==> src/rtl/multicycle_control.sv <==
// rtl/multicycle_control.sv - multi-cycle MIPS control FSM with memory wait handshake and sticky traps
// Moore sequencer: state-decoded controls are registered alongside the state; only ir_write,
// pc_en and retire see mem_ready/zero combinationally.
module multicycle_control #(
  parameter int OPW         = 6,
  parameter int MEM_TIMEOUT = 15
) (
  input  logic           clk_i,
  input  logic           reset_i,
  input  logic [OPW-1:0] opcode_i,
  input  logic           zero_i,
  input  logic           mem_ready_i,
  output logic           pc_en_o,
  output logic           ir_write_o,
  output logic           iord_o,
  output logic           mem_read_o,
  output logic           mem_write_o,
  output logic           mem_to_reg_o,
  output logic           reg_dst_o,
  output logic           reg_write_o,
  output logic           alu_src_a_o,
  output logic [1:0]     alu_src_b_o,
  output logic [1:0]     alu_op_o,
  output logic [1:0]     pc_src_o,
  output logic           retire_o,
  output logic           illegal_op_o,
  output logic           mem_timeout_o,
  output logic [3:0]     state_o
);

  typedef enum logic [3:0] {
    S_FETCH  = 4'd0,
    S_DECODE = 4'd1,
    S_MEMADR = 4'd2,
    S_MEMRD  = 4'd3,
    S_MEMWB  = 4'd4,
    S_MEMWR  = 4'd5,
    S_REX    = 4'd6,
    S_ALUWB  = 4'd7,
    S_BEQ    = 4'd8,
    S_ADDIEX = 4'd9,
    S_ADDIWB = 4'd10,
    S_JUMP   = 4'd11,
    S_TRAP   = 4'd12
  } state_e;

  typedef struct packed {
    logic       iord;
    logic       mem_read;
    logic       mem_write;
    logic       mem_to_reg;
    logic       reg_dst;
    logic       reg_write;
    logic       alu_src_a;
    logic [1:0] alu_src_b;
    logic [1:0] alu_op;
    logic [1:0] pc_src;
  } ctrl_t;

  localparam logic [OPW-1:0] OP_RTYPE = OPW'(6'b000000);
  localparam logic [OPW-1:0] OP_LW    = OPW'(6'b100011);
  localparam logic [OPW-1:0] OP_SW    = OPW'(6'b101011);
  localparam logic [OPW-1:0] OP_BEQ   = OPW'(6'b000100);
  localparam logic [OPW-1:0] OP_ADDI  = OPW'(6'b001000);
  localparam logic [OPW-1:0] OP_J     = OPW'(6'b000010);

  localparam int              WW         = (MEM_TIMEOUT < 2) ? 1 : $clog2(MEM_TIMEOUT + 1);
  localparam logic [WW-1:0]   WAIT_LIMIT = WW'(MEM_TIMEOUT);
  localparam bit              TIMEOUT_ON = (MEM_TIMEOUT != 0);

  function automatic ctrl_t decode_ctrl(input state_e s);
    ctrl_t c;
    c = '0;
    case (s)
      S_FETCH: begin
        c.mem_read  = 1'b1;
        c.alu_src_b = 2'b01;
      end
      S_DECODE: c.alu_src_b = 2'b11;
      S_MEMADR, S_ADDIEX: begin
        c.alu_src_a = 1'b1;
        c.alu_src_b = 2'b10;
      end
      S_MEMRD: begin
        c.mem_read = 1'b1;
        c.iord     = 1'b1;
      end
      S_MEMWR: begin
        c.mem_write = 1'b1;
        c.iord      = 1'b1;
      end
      S_MEMWB: begin
        c.reg_write  = 1'b1;
        c.mem_to_reg = 1'b1;
      end
      S_REX: begin
        c.alu_src_a = 1'b1;
        c.alu_op    = 2'b10;
      end
      S_ALUWB: begin
        c.reg_write = 1'b1;
        c.reg_dst   = 1'b1;
      end
      S_ADDIWB: c.reg_write = 1'b1;
      S_BEQ: begin
        c.alu_src_a = 1'b1;
        c.alu_op    = 2'b01;
        c.pc_src    = 2'b01;
      end
      S_JUMP:  c.pc_src = 2'b10;
      default: c = '0;
    endcase
    return c;
  endfunction

  state_e        state_q, state_d;
  logic [WW-1:0] wait_q, wait_d;
  logic          is_sw_q, is_sw_d;
  logic          illegal_q, timeout_q;
  logic          set_illegal, set_timeout;
  ctrl_t         ctrl_q;
  logic          in_mem_state;

  assign in_mem_state = (state_q == S_FETCH) || (state_q == S_MEMRD) || (state_q == S_MEMWR);

  always_comb begin
    state_d     = state_q;
    wait_d      = '0;
    is_sw_d     = is_sw_q;
    set_illegal = 1'b0;
    set_timeout = 1'b0;
    // A stalled memory state either waits another cycle or, at the limit, traps.
    if (in_mem_state && !mem_ready_i) begin
      if (TIMEOUT_ON && (wait_q == WAIT_LIMIT)) begin
        state_d     = S_TRAP;
        set_timeout = 1'b1;
      end else if (TIMEOUT_ON) begin
        wait_d = wait_q + WW'(1);
      end
    end else begin
      case (state_q)
        S_FETCH:  state_d = S_DECODE;
        S_DECODE: begin
          is_sw_d = (opcode_i == OP_SW);
          if (opcode_i == OP_RTYPE)                          state_d = S_REX;
          else if ((opcode_i == OP_LW) || (opcode_i == OP_SW)) state_d = S_MEMADR;
          else if (opcode_i == OP_BEQ)                       state_d = S_BEQ;
          else if (opcode_i == OP_ADDI)                      state_d = S_ADDIEX;
          else if (opcode_i == OP_J)                         state_d = S_JUMP;
          else begin
            state_d     = S_TRAP;
            set_illegal = 1'b1;
          end
        end
        S_MEMADR: state_d = is_sw_q ? S_MEMWR : S_MEMRD;
        S_MEMRD:  state_d = S_MEMWB;
        S_REX:    state_d = S_ALUWB;
        S_ADDIEX: state_d = S_ADDIWB;
        S_MEMWB, S_MEMWR, S_ALUWB, S_BEQ, S_ADDIWB, S_JUMP: state_d = S_FETCH;
        default:  state_d = S_TRAP;
      endcase
    end
  end

  always_ff @(posedge clk_i) begin
    if (reset_i) begin
      state_q   <= S_FETCH;
      wait_q    <= '0;
      is_sw_q   <= 1'b0;
      illegal_q <= 1'b0;
      timeout_q <= 1'b0;
      ctrl_q    <= decode_ctrl(S_FETCH);
    end else begin
      state_q   <= state_d;
      wait_q    <= wait_d;
      is_sw_q   <= is_sw_d;
      illegal_q <= illegal_q | set_illegal;
      timeout_q <= timeout_q | set_timeout;
      ctrl_q    <= decode_ctrl(state_d);
    end
  end

  logic active;
  assign active = !reset_i;

  assign iord_o       = active & ctrl_q.iord;
  assign mem_read_o   = active & ctrl_q.mem_read;
  assign mem_write_o  = active & ctrl_q.mem_write;
  assign mem_to_reg_o = active & ctrl_q.mem_to_reg;
  assign reg_dst_o    = active & ctrl_q.reg_dst;
  assign reg_write_o  = active & ctrl_q.reg_write;
  assign alu_src_a_o  = active & ctrl_q.alu_src_a;
  assign alu_src_b_o  = active ? ctrl_q.alu_src_b : 2'b00;
  assign alu_op_o     = active ? ctrl_q.alu_op    : 2'b00;
  assign pc_src_o     = active ? ctrl_q.pc_src    : 2'b00;

  assign ir_write_o = active & (state_q == S_FETCH) & mem_ready_i;
  assign pc_en_o    = active & (((state_q == S_FETCH) & mem_ready_i) |
                                ((state_q == S_BEQ) & zero_i) |
                                (state_q == S_JUMP));
  assign retire_o   = active & ((state_q == S_MEMWB) | (state_q == S_ALUWB) |
                                (state_q == S_ADDIWB) | (state_q == S_BEQ) |
                                (state_q == S_JUMP) | ((state_q == S_MEMWR) & mem_ready_i));

  assign illegal_op_o  = illegal_q;
  assign mem_timeout_o = timeout_q;
  assign state_o       = state_q;

endmodule

==> config.mk <==
export PLATFORM = sky130hd
export DESIGN_NAME = multicycle_control
export DESIGN_NICKNAME = d
export VERILOG_FILES = /design/src/rtl/multicycle_control.sv
export SDC_FILE = /design/constraint.sdc
export NUM_CORES = 1
export LEC_CHECK = 0
export CAP_MARGIN = 40
export CORE_MARGIN = 1.5
export CORE_UTILIZATION = 30
export DETAILED_ROUTE_END_ITERATION = 7
export GPL_ROUTABILITY_DRIVEN = 0
export PLACE_DENSITY_LB_ADDON = 0.15
export SYNTH_ARGS = -nofsm -noshare
export SYNTH_HDL_FRONTEND = slang
export SYNTH_SLANG_ARGS = --single-unit
==> constraint.sdc <==
create_clock -name clk_i -period 2.5 [get_ports clk_i]
set_clock_uncertainty 0.1 [all_clocks]
set_input_delay 0.5 -clock clk_i [delete_from_list [all_inputs] [get_ports clk_i]]
set_output_delay 0.5 -clock clk_i [all_outputs]
set_load 0.005 [all_outputs]
==> impl_results.md <==
- Final WL: 3080 µm
- CTS sink cnt: 23
- Critical Path Start Type: flop
- Cell leakage power: 0.690 nW
- Initial Util: 31.3%
- Hold Fails Final Rpt: 0
- Dpl hpwl: 2390 µm
- CP Data Required Time: 1.90 ns
- Drc violations: 0
- Synth Register Bits: 23
- Power per cell area: 1030 mW/mm²
- I/O pin count: 32
- CP max FO: 13
- Status: finished, final reports clean
- Clock transition at the registers of the reported paths: 0.09 ns
- Cell area after synthesis: 0.00125 mm²
- Cells after Synth: 152
- CTS root buf: clkbuf_8
- DP Area: 0.00172 mm²
- Via density: 4.93
- Max Clk Rate: 431 MHz
- Final antenna-violating net count: 0
- Synth top area share: 36.7%
- Clk_lat worst skew: 0.26 ns
- Cell Rows: 23
- Worst-Margin Slew: 0.551 ns
- H-tree depth: 1
- Flop-to-flop setup slack: 0.22 ns
- Maximum root-to-sink buffer count: 2
- WL/cell: 12.5 µm
- Layout Cells excl Fill: 246
- Yosys top cell by area: dfxtp_1
- Share of cells above drive strength 1: 15.8%
- Crit Path Category: flop to output port
- Die area: 0.00458 mm²
- Initial DRC count: 50
- Gr ovfl total: 0
- Register area share after synthesis: 36.7%
- Yosys warnings: 0
- IO Port Bufs: 31
- Die extent in x: 67.6 µm
- WP data arrival: 1.72 ns
- Pre-antenna DRT Iters: 4
- Slew Limit Fails: 0
- Die Y: 67.6 µm
- Global-route wire length before repair: 5280 µm
- Area growth, synth to finish: 40.3%
- Hold slack: 0.356 ns
- Setup Viol. Count Final: 0
- Minimum clock period: 2.32 ns
- GRT Total Usage: 15.1%
- Critical path endpoint category: output port
- Cell area after layout: 0.00176 mm²
- NumNets Final: 208
- RSZ-0062 raised after global routing: no
- Post-Syn Area per Cell: 8.25 µm²
- CTS tree: done
- Post-CTS Setup Bufs: 0
- Min-Delay Path Class: flop to flop
- Final Cycle Share: 92.7%
- Number of inserted diodes: 0
- Max VDD drop: 0.438 mV
- Vias in the first global route: 1149
- Vias after detailed routing: 1212
- Cts bufs inserted: 3
- Largest net degree at the start of global routing: 27
- MaxCap Viol Count: 0
- Post-synth net total: 163
- Core area: 0.00400 mm²
- Yosys cell types: 47
- Synth top area cells: dfxtp_1 (37%), nor2b_1 (8.0%), nor2_1 (4.8%)
- Initial antenna violation count: 0
- DP Cell Count: 242
- Rel. slew slack: 63.0%
- Fin Setup TNS: 0 ns
==> metrics by stage <==
stage	total power [mW]	setup WS (ns)	util [%]
final	1.81	0.182	44.0
after global routing	1.96	0.0618	44.0
after CTS	1.82	0.181	44.0
after detailed placement	1.59	-0.0948	42.9
after global placement	1.58	-0.0374	42.9
after floorplan	1.17	0.432	-
==> timing repair <==
item / CTS / global route
setup endpoints to repair: 5 / 0
hold buffers: 0 / 0
resized for setup: 5 / 0
endpoints found under the hold margin: 0 / 0
==> synth_stat cells (all sizes together) <==
master and number:
xor2 3, clkbuf 5, or2 5, nor2 16
nand3b 1, a31o 3, nor2b 16, a21oi 5
a21o 2, buf 5, inv 4, nor4 1
a32oi 1, and3 2, mux2 1, and3b 1
o2111ai 1, xnor2 3, nor3b 1, a31oi 2
nand3 3, o211ai 1, a221o 1, or4b 1
nor3 12, mux2i 1, ha 1, o32ai 1
dfxtp 23, and4b 1, a41oi 2, nand2 9
a2111oi 1, nand2b 4, and2 2, o21bai 1
o21ai 5, a211oi 3, o22ai 1, nor4b 1
==> sequential cells by signal, summed over array words and instances (netlist names) <==
| register | flops |
|---|---|
| mem_timeout_o | 1 |
| state_o | 4 |
| is_sw_q | 1 |
| wait_q | 4 |
| illegal_op_o | 1 |
| ctrl_q | 12 |
==> layout make-up <==
class | instances | area (µm²)
Clock inverter | 1 | 5.00
Fill cell | 407 | 2240
Inverter | 4 | 15.0
Multi-Input combinational cell | 115 | 727
Clock buffer | 3 | 41.3
Timing Repair Buffer | 50 | 448
Tap cell | 50 | 62.6
Sequential cell | 23 | 460
==> critical path, cell delays in order, from the launching register on <==
cell and delay, ns:
dfxtp_1 0.61, buf_4 0.21, nor2_1 0.05, and4b_1 0.19, o21bai_1 0.15, dlygate4sd2_1 0.26
==> per-layer routing <==
| layer | vias to the layer above | wire length [µm] | part of all wire, % | GRT usage [%] |
|---|---|---|---|---|
| met5 | - | 0 | 0 | 0 |
| met4 | 0 | 20 | 0.65 | 3.57 |
| met2 | 21 | 1430 | 46 | 24.1 |
| met3 | 2 | 94 | 3.1 | 2.50 |
| li1 | 624 | - | - | - |
| met1 | 565 | 1540 | 50 | 21.0 |
==> report_power, final <==
group | internal [mW] | switching [mW]
logic | 0.532 | 0.502
clock network | 0.111 | 0.122
registers | 0.464 | 0.0783
total | 1.11 | 0.702
==> cell usage in the layout, fill, tap and decap left out, types with 5 or more instances in the layout <==
cell type	count
a21oi_1	5
nand2_1	9
nor2b_1	16
nor3_1	11
buf_4	19
nor2_1	16
clkdlybuf4s50_1	27
dfxtp_1	23
==> cells by family after synthesis <==
logic type,count (synthesis),synth area share (%)
fa+ha+maj,1,0.998
compound gates,30,17.2
simple gates,76,33.8
flops,23,36.7
xor+xnor,6,4.19
mux,2,1.70
buf+inv,14,5.39
==> path summary, 6_finish.rpt <==
| check | startpoint | end | cells after the start |
|---|---|---|---|
| setup / recovery | state_o[2] | pc_en_o | 5 |
| hold / removal | wait_q[0] | wait_q[0] | 1 |
| setup reg to reg | state_o[2] | ctrl_q[5] | 6 |
| hold reg to reg | wait_q[0] | wait_q[0] | 1 |
Note: power is estimated with default switching activity, not from simulation.
